===== config.mk =====
export PLATFORM = sky130hd
export DESIGN_NAME = jtcontra_snd_cmd
export DESIGN_NICKNAME = d
export VERILOG_FILES = /design/src/rtl/jtcontra_snd_cmd.sv
export SDC_FILE = /design/constraint.sdc
export NUM_CORES = 1
export LEC_CHECK = 0
export CORE_AREA = 2 2 97 76
export DETAILED_ROUTE_END_ITERATION = 8
export DIE_AREA = 0 0 99 78
export HOLD_SLACK_MARGIN = 0.05
export PLACE_DENSITY = 0.73
export SLEW_MARGIN = 20
export SYNTH_ARGS = -nofsm -noshare
export SYNTH_HDL_FRONTEND = slang
export SYNTH_SLANG_ARGS = --single-unit

===== constraint.sdc =====
create_clock -name clk -period 2.7 [get_ports clk]
set_clock_uncertainty 0.2 [all_clocks]
set_input_delay 0.405 -clock clk [delete_from_list [all_inputs] [get_ports clk]]
set_output_delay 0.405 -clock clk [all_outputs]
set_load 0.05 [all_outputs]

===== src/rtl/jtcontra_snd_cmd.sv =====
// Main-CPU side of the sound-command link: queues CPU writes in a small FIFO and
// presents them one at a time on snd_latch, each announced by an snd_irq pulse.
module jtcontra_snd_cmd #(
  parameter int unsigned AW      = 2,
  parameter int unsigned IRQ_LEN = 8,
  parameter int unsigned TOUT_W  = 16
) (
  input  logic       clk,
  input  logic       rst,
  input  logic       cs,
  input  logic       st_cs,
  input  logic       wr_n,
  input  logic       rd_n,
  input  logic [7:0] din,
  output logic [7:0] dout,
  input  logic       snd_ack,
  output logic [7:0] snd_latch,
  output logic       snd_irq,
  output logic       busy
);

  localparam int unsigned Depth = 2 ** AW;
  localparam int unsigned IW    = $clog2(IRQ_LEN);
  localparam int unsigned CW    = (TOUT_W > IW) ? TOUT_W : IW;
  localparam logic [CW-1:0] IrqLast = CW'(IRQ_LEN - 1);
  localparam logic [AW:0]   FullCnt = {1'b1, {AW{1'b0}}};

  typedef enum logic [1:0] {StIdle, StLoad, StIrq, StWait} state_t;

  state_t        state_q, state_d;
  logic [CW-1:0] cnt_q, cnt_d, cnt_inc;
  logic          ack_seen_q, ack_seen_d;
  logic          irq_q, irq_d;
  logic [7:0]    latch_q, latch_d;
  logic          oflow_q, oflow_d;
  logic          tout_q, tout_d, tout_set;

  logic          wr_lvl, wr_q, wr_ev_q;
  logic          rd_lvl, rd_q, rd_ev_q;
  logic          ack_q, ack_ev_q;

  logic [7:0]    mem_q [Depth];
  logic [AW-1:0] wr_ptr_q, rd_ptr_q;
  logic [AW:0]   count_q, count_d;
  logic          full, empty, push, pop;

  assign wr_lvl = cs & ~wr_n;
  assign rd_lvl = st_cs & ~rd_n;

  assign full  = (count_q == FullCnt);
  assign empty = (count_q == '0);
  assign pop   = (state_q == StIdle) & ~empty;
  // A slot freed by this cycle's pop makes room for a push while full.
  assign push  = wr_ev_q & (~full | pop);

  always_comb begin
    count_d = count_q;
    case ({push, pop})
      2'b10:   count_d = count_q + 1'b1;
      2'b01:   count_d = count_q - 1'b1;
      default: count_d = count_q;
    endcase
  end

  assign cnt_inc = cnt_q + 1'b1;

  always_comb begin
    state_d    = state_q;
    cnt_d      = cnt_q;
    ack_seen_d = ack_seen_q;
    irq_d      = irq_q;
    latch_d    = latch_q;
    tout_set   = 1'b0;
    unique case (state_q)
      StIdle: begin
        if (pop) begin
          latch_d = mem_q[rd_ptr_q];
          state_d = StLoad;
        end
      end
      StLoad: begin
        irq_d      = 1'b1;
        cnt_d      = '0;
        ack_seen_d = 1'b0;
        state_d    = StIrq;
      end
      StIrq: begin
        if (ack_ev_q) ack_seen_d = 1'b1;
        if (cnt_q == IrqLast) begin
          irq_d   = 1'b0;
          cnt_d   = '0;
          state_d = StWait;
        end else begin
          cnt_d = cnt_inc;
        end
      end
      StWait: begin
        if (ack_ev_q || ack_seen_q) begin
          state_d = StIdle;
        end else begin
          cnt_d = cnt_inc;
          if (&cnt_inc[TOUT_W-1:0]) begin
            tout_set = 1'b1;
            state_d  = StIdle;
          end
        end
      end
    endcase
  end

  // Sticky flags: a set on the same cycle as the read-clear wins.
  assign oflow_d = (oflow_q & ~rd_ev_q) | (wr_ev_q & full & ~pop);
  assign tout_d  = (tout_q & ~rd_ev_q) | tout_set;

  always_ff @(posedge clk or posedge rst) begin
    if (rst) begin
      state_q    <= StIdle;
      cnt_q      <= '0;
      ack_seen_q <= 1'b0;
      irq_q      <= 1'b0;
      latch_q    <= 8'd0;
      oflow_q    <= 1'b0;
      tout_q     <= 1'b0;
      wr_q       <= 1'b0;
      wr_ev_q    <= 1'b0;
      rd_q       <= 1'b0;
      rd_ev_q    <= 1'b0;
      ack_q      <= 1'b0;
      ack_ev_q   <= 1'b0;
      wr_ptr_q   <= '0;
      rd_ptr_q   <= '0;
      count_q    <= '0;
    end else begin
      state_q    <= state_d;
      cnt_q      <= cnt_d;
      ack_seen_q <= ack_seen_d;
      irq_q      <= irq_d;
      latch_q    <= latch_d;
      oflow_q    <= oflow_d;
      tout_q     <= tout_d;
      wr_q       <= wr_lvl;
      wr_ev_q    <= wr_lvl & ~wr_q;
      rd_q       <= rd_lvl;
      rd_ev_q    <= ~rd_lvl & rd_q;
      ack_q      <= snd_ack;
      ack_ev_q   <= snd_ack & ~ack_q;
      count_q    <= count_d;
      if (push) wr_ptr_q <= wr_ptr_q + 1'b1;
      if (pop)  rd_ptr_q <= rd_ptr_q + 1'b1;
    end
  end

  always_ff @(posedge clk) begin
    if (push) mem_q[wr_ptr_q] <= din;
  end

  assign busy      = (state_q != StIdle) | ~empty;
  assign dout      = {oflow_q, tout_q, 3'd0, empty, busy, full};
  assign snd_latch = latch_q;
  assign snd_irq   = irq_q;

endmodule


==> metrics.txt, run 1 <==
outcome=finished, final reports clean; CP delay by family, top=simple AND/OR/NAND/NOR gates; num rows=26; chip height=78 um; Synth Area in Compound Gates=9.09%; post-synthesis sequential area ratio=58.0%; area of the multi-input gates=1310 um^2; XOR/XNOR Fraction of Synth Area=1.50%; met3 routed WL=311 um; EDFF count, synth=32; ANT cells=0; Area contributors post-synth=dfrtp_1, edfxtp_1, mux4_2, ha_1, o21ai_0; M1 WL=3.00 mm; pwr dens=988 nW/um^2; top routing layer used=met4; Startpoint Class=register; layout cells sized above 1=15.0%; DR DRC count=0; clock latency on the worst-skew pair=340 ps; Crit Reg-Reg Startpoint=cnt_q[1]; core area=6670 um^2; crit-path cells=ha_2, and3_1, nand4_1, nor4_2, nor3b_1, a211oi_2, mux2_1; cell area after layout=4050 um^2; Post-Layout Cell Count=403; placed cell count=385; Worst Hold Class=in2async; via density per instance=5.51; most used flip-flop cell after synthesis=dfrtp_1; Max Clock Freq=392 MHz; fin crit share=94.4%; max cap viols=0; Final Hold Vio Count=0; Gate Count Post-Synth=285; vias=2219; first-pass GRT wire length=10.6 mm; vias in the first global route=2123; Seq cells post-synth=75; Max clock buf depth=2; crit path buf inv count=0; largest net degree at the start of global routing=33; area grow syn2layout=15.4%; antenna violations before repair=0; ANT nets after route=0; H-tree depth=3; IO buf count=29; clock sink count=75; CP endpoint kind=register; GRT overflow=0; WP data arrival=2570 ps; asr flop ratio synth=57.3%; I/O Pins=33; fillers=528; library cells used by synthesis=42; Post-Route WL=6.33 mm; VDD IR-drop max=0.000604 V; Die W=99 um; Num CTS Buffers=9; CP max FO=7; Rel. slew slack=57.9%; Routed WL per cell=15.7 um; Synth Area in Adders=4.14%; Die Area=7720 um^2; DRT iter0 DRCs=229; Worst Path Required=2720 ps; worst setup path class=reg2reg; largest area contributor in the netlist=dfrtp_1; top post-synthesis cells by count=dfrtp_1, edfxtp_1, nand2_1, o21ai_0, inv_1; final setup fails=0; Synth Warn #=0; post-synthesis average cell area=12.3 um^2; simple-gate share of the synthesized area=12.6%; Initial Utilization=52.6%; Tmin final=2550 ps; post-synth top area share=30.7%; clk root buf=clkbuf_8; Post-CTS Hold Fix Bufs=0; Detailed Routing Iterations Pass 1=4; placed inst area=3860 um^2; flop2flop setup slack=150 ps; Slew @ Worst Pin=631 ps; nets@finish=340; Reg2Reg Capture Point=state_q[1]; WP depth=7; hpwl dp=4.43 mm; Final Core Density=60.7%; most numerous cell in the Yosys netlist=dfrtp_1; CTS tree=done; gpl congestion=0.903; Tot GR Track Use=17.7%; WL met2=2.94 mm; largest family of logic cells by synthesized area=simple AND/OR/NAND/NOR gates; multiplexer area fraction after synthesis=9.20%; FF+latch area=2040 um^2; CP max stage delay=440 ps; cell area after synthesis=3510 um^2; highest-delay cell along the critical path=dfrtp_1; Clock transition at path regs=80 ps; Worst Reg-to-Reg Cells=7; Pleak=1.56 nW; max-slew violation count=0
## repair_timing
action	CTS	global route
hold endpoints to repair	0	0
setup buffers	0	2
endpoints found under the setup margin	0	4
resized for setup	0	4
## sequential cells by signal (all words and copies together) (netlist names)
name,count
ack_ev_q,1
ack_q,1
ack_seen_q,1
cnt_q,16
count_q,3
mem_q,32
oflow_q,1
rd_ev_q,1
rd_ptr_q,2
rd_q,1
snd_irq,1
snd_latch,8
state_q,2
tout_q,1
wr_ev_q,1
wr_ptr_q,2
wr_q,1
## area by class of cell
class | instances | area share, %
Clock inverter | 6 | 0.834
Tap cell | 84 | 2.60
Inverter | 15 | 1.39
Timing Repair Buffer | 39 | 9.45
Sequential cell | 75 | 50.3
Clock buffer | 10 | 3.15
Multi-Input combinational cell | 174 | 32.3
## cell families (layout without fill, tap and decap cells)
family                     after synthesis  after routing
xor gates and xnor gates                 6              6
DFF                                     75             75
and+or+nand+nor                         81             81
other                                    1              3
adders and majority gates               11             11
buffers and inverters                   38             70
muxes                                   21             21
AOI/OAI and AO/OA                       52             52
## cells in the final DEF (no fill, tap or decap), drive strengths merged, types with 3 or more instances in the layout
master          n
dfrtp          43
edfxtp         32
clkdlybuf4s50  27
o21ai          24
nand2          24
inv            14
nor2b          11
mux2           10
ha             10
clkbuf         10
buf            10
o31ai           9
nor2            8
mux4            8
clkinv          7
a21oi           6
and2            6
nand2b          6
nand4           6
xnor2           5
nand3           4
o22ai           4
nor4b           3
nor3b           3
and3            3
mux2i           3
conb            3
## metal layers
layer | vias to the layer above | global-route usage (%)
met3 | 10 | 4.23
met5 | - | 0
met2 | 66 | 27.0
met1 | 1066 | 25.3
met4 | 0 | 5.75
li1 | 1077 | -
## worst reg2reg max path, cell delays in order, from the launching register on
cell and delay, ps:
dfrtp_1 440, ha_2 270, and3_1 260, nand4_1 230
nor4_2 320, nor3b_1 110, a211oi_2 280, mux2_1 350
## report_power, final
group          switching [mW]  leakage (nW)  total, mW  internal, mW
logic                   0.952         0.636       1.68         0.732
registers               0.194         0.837       1.60          1.40
clock network           0.394        0.0896      0.722         0.327
## worst max path at each step
stage,slack (ps),start,to
2_1_floorplan,360,cnt_q[0],state_q[1]
4_1_cts,60,state_q[0],busy
6_report,150,cnt_q[1],state_q[1]
3_3_place_gp,200,cnt_q[0],state_q[1]
5_1_grt,-30,cnt_q[0],state_q[1]
3_5_place_dp,80,cnt_q[0],state_q[1]
## per-stage QoR
step | setup TNS, ps | setup slack (ps) | power, mW | hold slack (ps)
final | 0 | 152 | 4.00 | 54.9
after CTS | 0 | 61.9 | 4.05 | 56.5
after global placement | 0 | 205 | 3.27 | 183
after detailed placement | 0 | 82.2 | 3.32 | 191
after floorplan | 0 | 358 | 2.82 | 178
after global routing | -25.9 | -25.9 | 4.27 | 59.9
Power figures use the tool's default switching activity.
==> run 2: changes to the inputs <==
- CTS_CLUSTER_SIZE: not set -> 25
==> results of run 2 <==
Same layout as run 1: the final DEF is identical, and so are final timing and power.
